$ cat src/rtl/fetch_stage.sv
// Instruction-fetch stage: owns the PC, the IF/ID register and a one-word hold buffer.
// Optional performance counters are enabled with `define FETCH_PERF_CNT_EN.
module fetch_stage #(
   parameter logic [15:0] RESET_PC    = 16'h0000,
   parameter logic [15:0] NOP_INSTR   = 16'h0000,
   parameter logic [3:0]  HALT_OPCODE = 4'hF
) (
   input  logic        clk,
   input  logic        rst,
   input  logic        stall,
   input  logic        redirect,
   input  logic [15:0] redirect_pc,
   output logic        imem_req,
   output logic [15:0] imem_addr,
   input  logic        imem_ready,
   input  logic [15:0] imem_rdata,
   output logic [15:0] if_id_instr,
   output logic [15:0] if_id_next_pc,
   output logic        if_id_valid,
   output logic        halted
`ifdef FETCH_PERF_CNT_EN
   ,
   output logic [31:0] fetch_count,
   output logic [31:0] stall_cycles
`endif
);

   typedef enum logic [1:0] {FETCH, HOLD, DRAIN, HALTED} state_e;

   state_e      state_q, state_d;
   logic [15:0] pc_q, pc_d;
   logic [15:0] drain_addr_q, drain_addr_d;
   logic [15:0] instr_q, instr_d;
   logic [15:0] npc_q, npc_d;
   logic        valid_q, valid_d;
   logic [15:0] hold_instr_q, hold_instr_d;
   logic [15:0] hold_npc_q, hold_npc_d;
   logic [15:0] pc_inc;

   assign pc_inc = pc_q + 16'd2;

   always_ff @(posedge clk or posedge rst) begin
      if (rst) begin
         state_q      <= FETCH;
         pc_q         <= RESET_PC;
         drain_addr_q <= RESET_PC;
         instr_q      <= NOP_INSTR;
         npc_q        <= '0;
         valid_q      <= 1'b0;
         hold_instr_q <= '0;
         hold_npc_q   <= '0;
      end else begin
         state_q      <= state_d;
         pc_q         <= pc_d;
         drain_addr_q <= drain_addr_d;
         instr_q      <= instr_d;
         npc_q        <= npc_d;
         valid_q      <= valid_d;
         hold_instr_q <= hold_instr_d;
         hold_npc_q   <= hold_npc_d;
      end
   end

   always_comb begin
      state_d      = state_q;
      pc_d         = pc_q;
      drain_addr_d = drain_addr_q;
      instr_d      = instr_q;
      npc_d        = npc_q;
      valid_d      = valid_q;
      hold_instr_d = hold_instr_q;
      hold_npc_d   = hold_npc_q;

      if (redirect) begin
         instr_d = NOP_INSTR;
         valid_d = 1'b0;
         pc_d    = redirect_pc & 16'hFFFE;
         unique case (state_q)
            FETCH: begin
               // An unanswered request cannot be aborted; keep presenting it until ready.
               if (imem_ready) begin
                  state_d = FETCH;
               end else begin
                  state_d      = DRAIN;
                  drain_addr_d = pc_q;
               end
            end
            DRAIN:   state_d = imem_ready ? FETCH : DRAIN;
            default: state_d = FETCH;
         endcase
      end else begin
         unique case (state_q)
            FETCH: begin
               if (imem_ready) begin
                  pc_d = pc_inc;
                  if (stall) begin
                     hold_instr_d = imem_rdata;
                     hold_npc_d   = pc_inc;
                     state_d      = HOLD;
                  end else begin
                     instr_d = imem_rdata;
                     npc_d   = pc_inc;
                     valid_d = 1'b1;
                     if (imem_rdata[15:12] == HALT_OPCODE) state_d = HALTED;
                  end
               end else if (!stall) begin
                  instr_d = NOP_INSTR;
                  valid_d = 1'b0;
               end
            end
            HOLD: begin
               if (!stall) begin
                  instr_d = hold_instr_q;
                  npc_d   = hold_npc_q;
                  valid_d = 1'b1;
                  state_d = (hold_instr_q[15:12] == HALT_OPCODE) ? HALTED : FETCH;
               end
            end
            DRAIN: begin
               if (!stall) begin
                  instr_d = NOP_INSTR;
                  valid_d = 1'b0;
               end
               if (imem_ready) state_d = FETCH;
            end
            default: begin
               if (!stall) begin
                  instr_d = NOP_INSTR;
                  valid_d = 1'b0;
               end
            end
         endcase
      end
   end

   assign imem_req      = ~rst & ((state_q == FETCH) | (state_q == DRAIN));
   assign imem_addr     = (state_q == DRAIN) ? drain_addr_q : pc_q;
   assign if_id_instr   = instr_q;
   assign if_id_next_pc = npc_q;
   assign if_id_valid   = valid_q;
   assign halted        = (state_q == HALTED);

`ifdef FETCH_PERF_CNT_EN
   logic [31:0] fetch_count_q, stall_cycles_q;
   logic        load_valid;

   assign load_valid = ~redirect & ~stall &
                       (((state_q == FETCH) & imem_ready) | (state_q == HOLD));

   always_ff @(posedge clk or posedge rst) begin
      if (rst) begin
         fetch_count_q  <= '0;
         stall_cycles_q <= '0;
      end else begin
         if (load_valid && (fetch_count_q != '1)) fetch_count_q <= fetch_count_q + 32'd1;
         if (stall && valid_q && (stall_cycles_q != '1)) stall_cycles_q <= stall_cycles_q + 32'd1;
      end
   end

   assign fetch_count  = fetch_count_q;
   assign stall_cycles = stall_cycles_q;
`endif

endmodule

$ cat config.mk
export PLATFORM = sky130hd
export DESIGN_NAME = fetch_stage
export DESIGN_NICKNAME = d
export VERILOG_FILES = /design/src/rtl/fetch_stage.sv
export SDC_FILE = /design/constraint.sdc
export NUM_CORES = 1
export LEC_CHECK = 0
export CORE_ASPECT_RATIO = 1.25
export CORE_MARGIN = 10
export CORE_UTILIZATION = 48
export CTS_CLUSTER_SIZE = 24
export DETAILED_ROUTE_END_ITERATION = 8
export GPL_ROUTABILITY_DRIVEN = 0
export GPL_TIMING_DRIVEN = 0
export HOLD_SLACK_MARGIN = 0.12
export PLACE_DENSITY = 0.77
export REMOVE_ABC_BUFFERS = 1
export SETUP_SLACK_MARGIN = 0.5
export SYNTH_ARGS = -nofsm -noshare
export SYNTH_HDL_FRONTEND = slang
export SYNTH_SLANG_ARGS = --single-unit
$ cat constraint.sdc
create_clock -name clk -period 2.54 [get_ports clk]
set_input_delay 0.254 -clock clk [delete_from_list [all_inputs] [get_ports clk]]
set_output_delay 0.254 -clock clk [all_outputs]
set_load 0.005 [all_outputs]
==> results.md, run 1 <==
- Pint: 4.23 mW
- Comb pwr share: 41.4%
- Pwr/cell area: around 1000 nW/um2
- Arrival @ worst endpoint: 1750 ps
- Gr usage total: about 17%
- Clock-pin slew on the worst setup and hold paths: 60 ps
- R2r startpoint: state_q[1]
- Crit Path Category: flip-flop to output port
- Fill cells: 771
- Antenna-violating nets left: 0
- Clock Skew: about 7.3 ps
- Yosys top cell area share: 49.7%
- Cells after Synth: between 400 and 500
- HP Class: input port to async pin
- Outcome: complete, no violations
- DRC violations left: 0
- # hold bufs at CTS: 0
- Max_cap viols: 0
- Congestion Overflow GR: 0
- Die W: around 110 um
- I/O pin count: 88
- Endpoint of the worst-slack reg-to-reg timing path: state_q[0]
- WHS: 274 ps
- Commonest cells after routing, fill and taps aside: dfrtp_1, nand2_1, clkdlybuf4s50_1, o21ai_1, mux2_1
- Total Nets Final: 597
- Register area share after synthesis: 49.7%
- FF-to-FF setup slack: between 500 and 600 ps
- Post-synthesis async set-or-reset flop share: 100%
- Ant diodes: 0
- Vias in the first global route: 3,893
- First-pass GRT wire length: 19,600 um
- Core ar.: 9660 um2
- 1st-iter DRT viols: about 220
- Reg2reg path depth: 5
- Via count: a little under 4,000
- Rel. slew slack: between 40% and 50%
- CTS tree: yes
- Area growth from synthesis to layout: 30.4%
- Clock Root Buffer: clkbuf_16
- Max Clk Rate: ~0.50 GHz
- CP endpoint kind: output port
- Final worst slack: 535 ps
- Cell area after synthesis: 4780 um2
- Final Setup Violations: 0
- Htree depth: 3
- Unique masters post-synth: 57
- WL met1: between 5000 and 6000 um
- Worst path required time: 2290 ps
- Layout cells sized above 1: 13.5%
- Setup WS pre-CTS: -1020 ps
- IR drop worst, VDD: 0.527 mV
- Full die area: 14,400 um2
- Predominant post-synthesis flop cell: dfrtp_1
- Row Count: 40
- Final hold violations: 0
- Setup crit start kind: flip-flop
- Leakage Power: 2.61 nW
- CTS Sinks: 95
- Largest net degree at the start of global routing: 73
- Crit-path max FO: 4
- Yosys top cell by area: dfrtp_1
- Final slew viol count: 0
- Synthesized flop and latch total: 95
- Clock latency on the worst-skew pair: 340 ps
- Setup_tns: 0 ps
- Final WL: 12,700 um
- Synth area leaders: dfrtp_1, mux2_1, nand2_1
- Initial antenna violation count: 0
- Syn avg cell area: 10.1 um2
- DR WL met2: between 6000 and 7000 um
- CTS Buf Count: 9
- RSZ-0062 raised after global routing: true
- Commonest non-fill, non-tap cell in the layout: dfrtp_1
- Starting density of the core: 49.5%
- Vias per Instance: 5.73
- Slew @ Worst Pin: 870 ps
- Net switching power figure: 2.21 mW
- Sw frac: 34.3%
- Drt first pass iters: 6
- Die Y: 132 um
- Clock network fraction of design power: between 20% and 30%
- Mean routed wirelength per cell: 18.6 um
- Sequential Power Share: 37.9%
- DP Wirelength: between 8000 and 9000 um
- Period utilization: between 70% and 80%
- Clock buffer depth: 2
- EDFF count, synth: 0
- Top sig layer: met4
- IO buf count: 84
- Met3 Wirelength: ~890 um
- Fin crit period: 2000 ps
- Total Power: 6.44 mW
- Synth warn: 0
-- power by group through the flow --
stage	registers (mW)	logic (mW)	clock network, mW
final	2.44	2.67	1.33
after floorplan	2.38	1.31	0
after CTS	2.43	2.57	1.35
after global placement	2.41	2.27	0
after detailed placement	2.45	2.36	0
after global routing	2.51	2.94	1.42
-- Yosys cell counts (4+ instances only) --
library cell   n
nor4_1         7
clkbuf_1      10
nor2_1        16
xor2_1         4
nand4_1        4
mux2_2        12
nor3_1        16
mux2_1        28
ha_1           8
inv_1         14
o21ai_1       46
xnor2_1       14
nand3_1        5
dfrtp_1       95
a21oi_1        8
o211ai_1       4
o31ai_1        4
o21ai_0        8
a31oi_1        4
buf_4          6
buf_2         20
nand2_1       67
a21o_1         6
a22oi_1       16
-- what timing repair did --
action	4_1_cts	5_1_grt
gates cloned	1	1
buffers inserted	11	8
pin swaps	3	5
gates resized for setup	41	8
endpoints found under the setup margin	105	62
-- metrics by stage --
stage          std cells  utilization (%)  area (um2)
2_1_floorplan        434                -        4590
3_3_place_gp         644             57.9        5590
3_5_place_dp         646             58.5        5650
4_1_cts              671             63.4        6130
5_1_grt              680             64.5        6230
6_report             680             64.5        6230
-- state kept, by name (all words and copies together) (netlist names) --
signal and count:
state_q 2, hold_instr_q 16, if_id_valid 1, pc_q 15, if_id_instr 16, hold_npc_q 15, drain_addr_q 15, if_id_next_pc 15
-- worst max-delay path: stages (launching register included) --
cell and delay (ps):
dfrtp_2 420, inv_4 70, ha_4 150, buf_4 150, mux2_2 350, dlygate4sd2_1 270
-- per-layer routing --
layer	track usage, %	up-vias
met4	5.65	0
li1	-	1836
met2	27.1	128
met3	4.35	21
met1	21.1	1913
met5	0	-
-- kinds of logic (layout without fill, tap and decap cells) --
logic type                 count (synthesis)  after routing  synth area share [%]
and+or+nand+nor                          133            134                  13.4
adders and majority gates                  8              8                  2.09
muxes                                     43             43                  10.0
DFF                                       95             95                  49.7
AOI/OAI and AO/OA                        120            121                  16.1
xor gates and xnor gates                  18             18                  3.30
other                                      1              2                0.0784
buffers and inverters                     54            133                  5.23
-- layout make-up --
cell class / count / area [um2] / share of cell area (%)
multi-input combinational: 326 / 2300 / 36.8
timing repair buffer: 105 / 1050 / 16.9
inverter: 15 / 61.3 / 0.983
sequential: 95 / 2380 / 38.2
clock inverter: 1 / 30.0 / 0.482
clock buffer: 12 / 256 / 4.11
tap: 126 / 158 / 2.53
-- worst max-delay path by stage --
stage                    start        endpoint  slack, ps
floorplan           state_q[0]  if_id_instr[0]       -250
finish              state_q[0]    imem_addr[4]        540
global placement      redirect  if_id_instr[1]      -2350
global route          redirect  if_id_instr[0]        460
detailed placement    redirect  if_id_instr[1]      -1020
CTS                 state_q[0]    imem_addr[6]        510
No activity file was read; power rests on OpenSTA's default activity.
==> run 2, diff against run 1 <==
==> constraint.sdc (replaced) <==
create_clock -name clk -period 1.71 [get_ports clk]
set_input_delay 0.171 -clock clk [delete_from_list [all_inputs] [get_ports clk]]
set_output_delay 0.171 -clock clk [all_outputs]
set_load 0.005 [all_outputs]
==> run 2 against run 1 <==
Net effect: the flow now finishes with violations (negative setup slack); die area did not move; critical path depth is 4 higher; first-iteration DRC count is 71% higher; count of clock-buffer cells in the layout is the same; sequential cell count is the same; sequential share of layout area fell by 8.5 points; sequential power rose by 55%; power is 98% higher; final area up 29%; via count up 27%; global-route usage is 8.8 points higher; combinational power grew to 2.6 times the previous value.
==> results.md, run 2 (synthesis gave the netlist of run 1 again) <==
- Outcome: complete, but fails checks (was complete, no violations)
- Failing checks: negative setup slack
- M2 GR Usage: 42.3% (was 27.1%)
- Congestion Overflow GR: 0 (unchanged)
- Worst path required time: 1920 ps (was 2290 ps)
- Max_cap viols: 0 (unchanged)
- FF-to-FF setup slack: -190 ps (was 590 ps)
- Setup WS pre-CTS: -1770 ps (was -1020 ps)
- Worst setup path startpoint: state_q[0] (unchanged)
- Clock Root Buffer: clkbuf_16 (unchanged)
- DRC violations left: 0 (unchanged)
- I/O pin count: 88 (unchanged)
- Core ar.: 9660 um2 (unchanged)
- Max Clk Rate: around 0.53 GHz
- Crit-path max FO: 6 (was 4)
- Clock Skew: 6.21 ps (was 7.32 ps)
- Total Power: 12.7 mW (was 6.44 mW)
- Endpoint of the worst-slack reg-to-reg timing path: pc_q[14] (was state_q[0])
- First-pass GRT wire length: 28,800 um (was 19,600 um)
- Final std cells w/o fill: 772 (was 680)
- Final slew viol count: 0 (unchanged)
- DP Wirelength: 8280 um (unchanged)
- Mean routed wirelength per cell: 26.0 um (was 18.6 um)
- Drt first pass iters: 5 (was 6)
- Period utilization: 111%
- Leakage Power: 3.70 nW (was 2.61 nW)
- Via count: 4,945 (was 3,898)
- Reg2reg path depth: 9 (was 5)
- CTS Sinks: 95 (unchanged)
- Clock buffer depth: 2 (unchanged)
- Vias in the first global route: 5,090 (was 3,893)
- Die Y: 132 um (unchanged)
- CTS Buf Count: 9 (unchanged)
- Row Count: 40 (unchanged)
- CTS tree: yes (unchanged)
- Crit Path Category: flip-flop to flip-flop (was flip-flop to output port)
- Largest net degree at the start of global routing: 73 (unchanged)
- Pwr/cell area: 1580 nW/um2 (was 1030 nW/um2)
- R2r startpoint: state_q[0] (was state_q[1])
- Starting density of the core: 49.5% (unchanged)
- Setup crit start kind: flip-flop (unchanged)
- Total Nets Final: 688 (was 597)
- Gr usage total: 25.6% (was 16.8%)
- IR drop worst, VDD: 0.824 mV (was 0.527 mV)
- 1st-iter DRT viols: 382 (was 224)
- Met3 Track Usage GR: 6.26% (was 4.35%)
- IO buf count: 84 (unchanged)
- Htree depth: 3 (unchanged)
- Busiest grt layer: met2 (unchanged)
- Fin crit period: 1900 ps
- Arrival @ worst endpoint: 2110 ps (was 1750 ps)
- HP Class: input port to async pin (unchanged)
- RSZ-0062 raised after global routing: true (unchanged)
- Full die area: 14,400 um2 (unchanged)
- Clock-pin slew on the worst setup and hold paths: 70 ps (was 60 ps)
- Placed Cells: 646 (unchanged)
- WHS: 197 ps (was 274 ps)
- Final worst slack: -189 ps (was 535 ps)
- Setup_tns: -9020 ps (was 0 ps)
- Area growth from synthesis to layout: 68.8% (was 30.4%)
- Rel. slew slack: 37.8% (was 42.0%)
- Commonest cells after routing, fill and taps aside: dfrtp_1, buf_4, nand2_1, buf_6, mux2_4 (was dfrtp_1, nand2_1, clkdlybuf4s50_1, o21ai_1, mux2_1)
- # hold bufs at CTS: 0 (unchanged)
- Final hold violations: 0 (unchanged)
- CP endpoint: pc_q[14] (was imem_addr[4])
- M1 GR Usage: 29.0% (was 21.1%)
- Vias per Instance: 6.41 (was 5.73)
- Layout cells sized above 1: 49.3% (was 13.5%)
- Final WL: 20,100 um (was 12,700 um)
- Slew @ Worst Pin: 933 ps (was 870 ps)
- Commonest non-fill, non-tap cell in the layout: dfrtp_1 (unchanged)
- Clock latency on the worst-skew pair: 340 ps (about the same)
- Fill cells: 466 (was 771)
- Antenna-violating nets left: 0 (unchanged)
- Final Setup Violations: 99 (was 0)
- Initial antenna violation count: 0 (unchanged)
- CP endpoint kind: flip-flop (was output port)
- Die W: 109 um (unchanged)
==> run 2: worst max-delay path: stages (launching register included) <==
cell	delay (ps)
dfrtp_2	430
inv_4	90
buf_12	110
ha_4	190
buf_12	120
nand2_8	80
buf_4	200
nor2_4	110
a211oi_2	70
a311o_1	350
==> run 2: through the flow <==
stage	instance area, um2	util [%]
3_5_place_dp	5650	58.5
5_1_grt	8070	83.5
4_1_cts	7610	78.7
3_3_place_gp	5590	57.9
6_report	8070	83.6
2_1_floorplan	4590	-
==> run 2: final cells by class <==
cell class | count | area [um2] | share of cell area [%]
antenna | 1 | 2.50 | 0.0310
clock buffer | 12 | 256 | 3.18
clock inverter | 1 | 30.0 | 0.372
inverter | 15 | 67.6 | 0.837
multi-input combinational | 329 | 3130 | 38.8
sequential | 95 | 2390 | 29.7
tap | 126 | 158 | 1.95
timing repair buffer | 193 | 2030 | 25.2
==> run 2: worst min-delay path by stage <==
stage               slack (ps)          endpoint  depth (start not counted)
CTS                        200   hold_instr_q[7]                          2
global route               230    if_id_instr[7]                          2
detailed placement         470  if_id_next_pc[4]                          1
global placement           460    hold_npc_q[10]                          2
finish                     200   hold_instr_q[9]                          2
floorplan                  240       if_id_valid                          1
==> run 2: timing repair <==
| action | 4_1_cts | 5_1_grt |
|---|---|---|
| buffers inserted | 83 | 19 |
| cloned | 9 | 1 |
| pin swaps | 63 | 36 |
| endpoints found under the setup margin | 144 | 115 |
| gates resized for setup | 322 | 64 |
==> run 2: metal layers <==
metal | vias up | wire [um]
met5 | - | 0
met4 | 0 | 1480
met3 | 127 | 1670
met2 | 352 | 9890
met1 | 2427 | 7060
li1 | 2039 | -
==> run 2: report_power, final <==
part | switching (mW) | internal [mW]
Sequential | 0.699 | 3.09
Clock | 0.830 | 1.19
Combinational | 3.28 | 3.63
==> run 3, diff against run 2 <==
--- a/config.mk
+++ b/config.mk
@@ -13,7 +13,7 @@
 export GPL_ROUTABILITY_DRIVEN = 0
 export GPL_TIMING_DRIVEN = 0
 export HOLD_SLACK_MARGIN = 0.12
-export PLACE_DENSITY = 0.77
+export PLACE_DENSITY = 0.8
 export REMOVE_ABC_BUFFERS = 1
 export SETUP_SLACK_MARGIN = 0.5
 export SYNTH_ARGS = -nofsm -noshare
==> constraint.sdc (replaced) <==
create_clock -name clk -period 1.71 [get_ports clk]
set_input_delay 0.171 -clock clk [delete_from_list [all_inputs] [get_ports clk]]
set_output_delay 0.171 -clock clk [all_outputs]
set_load 0.02 [all_outputs]
==> run 3 against run 2 <==
Net effect: the run still ends with negative setup slack left; wire length decreased by 1.6%; fmax increased by 1.6%; sequential share of layout area increased by 1.3 points; utilization decreased by 3.4 points; critical path depth decreased by 4; hold slack improved by 81 ps; die area unchanged; via count decreased by 1.9%; non-clock buffer count decreased by 15; first-iteration DRC count increased by 23%; final cell count decreased by 1.4%; combinational power increased by 3.8%; critical path type is now flip-flop to output port; largest cell class unchanged.
==> results.md, run 3 (synthesis gave the netlist of run 1 again) <==
- Layout cells sized above 1: 47.4% (was 49.3%)
- HP Class: input port to async pin (unchanged)
- Cell Chain, Critical Path: inv_4 > ha_4 > buf_8 > mux2_4 > buf_6 (was inv_4 > buf_12 > ha_4 > buf_12 > nand2_8 > buf_4 > nor2_4 > a211oi_2 > a311o_1)
- Failing checks: negative setup slack (unchanged)
- Worst path required time: 1540 ps (was 1920 ps)
- I/O pin count: 88 (unchanged)
- Htree depth: 3 (unchanged)
- DRC violations left: 0 (unchanged)
- Reg2reg path depth: 6 (was 9)
- Drt first pass iters: 5 (unchanged)
- Vias in the first global route: 4,640 (was 5,090)
- Final WL: 19,800 um (was 20,100 um)
- Core ar.: 9660 um2 (unchanged)
- R2r startpoint: pc_q[2] (was state_q[0])
- Antenna-violating nets left: 0 (unchanged)
- Arrival @ worst endpoint: 1700 ps (was 2110 ps)
- Period utilization: 109% (was 111%)
- Setup WS pre-CTS: -1820 ps (was -1770 ps)
- Gr usage total: 21.8% (was 25.6%)
- Final Setup Violations: 85 (was 99)
- 1st-iter DRT viols: 471 (was 382)
- Die Y: 132 um (unchanged)
- Area growth from synthesis to layout: 61.8% (was 68.8%)
- RSZ-0062 raised after global routing: true (unchanged)
- Endpoint of the worst-slack reg-to-reg timing path: if_id_next_pc[4] (was pc_q[14])
- CTS tree: yes (unchanged)
- Slew @ Worst Pin: 945 ps (was 933 ps)
- Largest net degree at the start of global routing: 49 (was 73)
- Crit-path slowest cell: dfrtp_2 (unchanged)
- FF-to-FF setup slack: -150 ps (was -190 ps)
- Via count: 4,850 (was 4,945)
- Clock buffer depth: 2 (unchanged)
- Total Power: 13.1 mW (was 12.7 mW)
- Die W: 109 um (unchanged)
- Leakage Power: 3.42 nW (was 3.70 nW)
- Final hold violations: 0 (unchanged)
- Final slew viol count: 0 (unchanged)
- Congestion Overflow GR: 0 (unchanged)
- Worst stage delay on the critical path: 450 ps (was 430 ps)
- IO buf count: 84 (unchanged)
- Rel. slew slack: 37.0% (was 37.8%)
- Row Count: 40 (unchanged)
- Clock Skew: 11.6 ps (was 6.21 ps)
- Crit-path max FO: 5 (was 6)
- Vias per Instance: 6.37 (was 6.41)
- Setup crit start kind: flip-flop (unchanged)
- Total Nets Final: 675 (was 688)
- First-pass GRT wire length: 24,700 um (was 28,800 um)
- Crit Path Category: flip-flop to output port (was flip-flop to flip-flop)
- Mean routed wirelength per cell: 26.0 um (about the same)
- Final worst slack: -158 ps (was -189 ps)
- Commonest non-fill, non-tap cell in the layout: dfrtp_1 (unchanged)
- Clock Root Buffer: clkbuf_16 (unchanged)
- CP endpoint kind: output port (was flip-flop)
- Fin crit period: 1870 ps (was 1900 ps)
- CTS Sinks: 95 (unchanged)
- Outcome: complete, but fails checks (unchanged)
- Starting density of the core: 49.5% (unchanged)
- Pwr/cell area: 1690 nW/um2 (was 1580 nW/um2)
- Ant diodes: 0 (was 1)
- Max Clk Rate: 0.535 GHz (was 0.527 GHz)
- Clock latency on the worst-skew pair: 360 ps (was 340 ps)
- DP Wirelength: 8040 um (was 8280 um)
- IR drop worst, VDD: 0.893 mV (was 0.824 mV)
- Setup_tns: -5900 ps (was -9020 ps)
- Max_cap viols: 0 (unchanged)
- Clock-pin slew on the worst setup and hold paths: 70 ps (about the same)
- CTS Buf Count: 9 (unchanged)
- Commonest cells after routing, fill and taps aside: dfrtp_1, buf_4, nand2_1, buf_6, o21ai_1 (was dfrtp_1, buf_4, nand2_1, buf_6, mux2_4)
- Initial antenna violation count: 0 (unchanged)
- Full die area: 14,400 um2 (unchanged)
==> run 3: cell count changes in the layout (fill, tap and decap cells not counted), moves of 7 or more <==
cell	delta
o21ai_2	-13
dlygate4sd2_1	-30
clkbuf_2	+18
a22oi_1	+7
mux2_1	+16
buf_12	-7
o21ai_1	+9
mux2_4	-16
a22oi_2	-7
==> run 3: final cells by class <==
cell class | count | area (um2)
inverter | 15 | 67.6
clock buffer | 12 | 246
tap | 126 | 158
fill | 488 | 1920
multi-input combinational | 331 | 3080
clock inverter | 4 | 45.0
sequential | 95 | 2390
timing repair buffer | 178 | 1740
==> run 3: repair_timing <==
item | in CTS | in global routing
gates resized for setup | 297 | 144
gates cloned | 5 | 8
endpoints found under the hold margin | 0 | 0
setup buffers | 53 | 33
endpoints found under the setup margin | 144 | 132
pin swaps | 15 | 50
hold buffers | 0 | 0
==> run 3: power by group <==
part | switching [mW] | internal, mW
logic | 3.77 | 3.40
clock network | 0.930 | 1.17
registers | 0.714 | 3.09
==> run 3: routing by layer <==
layer / track usage [%] / wire length (um)
met2: 36.7 / 9720
met5: 0 / 0
met4: 11.6 / 1610
met3: 4.65 / 1600
met1: 24.8 / 6860
==> run 3: worst max-delay path, delay by kind of cell (launching register included) <==
kind / cells / cell delay, ps
flops: 1 / 450
fa+ha+maj: 1 / 180
mux: 1 / 320
buf+inv: 3 / 380
==> run 3: through the flow <==
| stage | instances | instance area (um2) | util, % | hold WS [ps] |
|---|---|---|---|---|
| floorplan | 434 | 4590 | - | 244 |
| global placement | 644 | 5590 | 57.9 | 460 |
| detailed placement | 646 | 5650 | 58.5 | 476 |
| CTS | 720 | 6970 | 72.1 | 317 |
| global route | 761 | 7740 | 80.1 | 357 |
| finish | 761 | 7740 | 80.1 | 278 |
==> run 3: worst max path at each step <==
stage	from	endpoint	depth (start not counted)
5_1_grt	pc_q[2]	if_id_next_pc[4]	6
3_5_place_dp	redirect	if_id_instr[2]	5
6_report	state_q[0]	imem_addr[11]	5
2_1_floorplan	state_q[0]	if_id_instr[0]	5
3_3_place_gp	redirect	if_id_instr[4]	5
4_1_cts	state_q[0]	imem_addr[11]	5
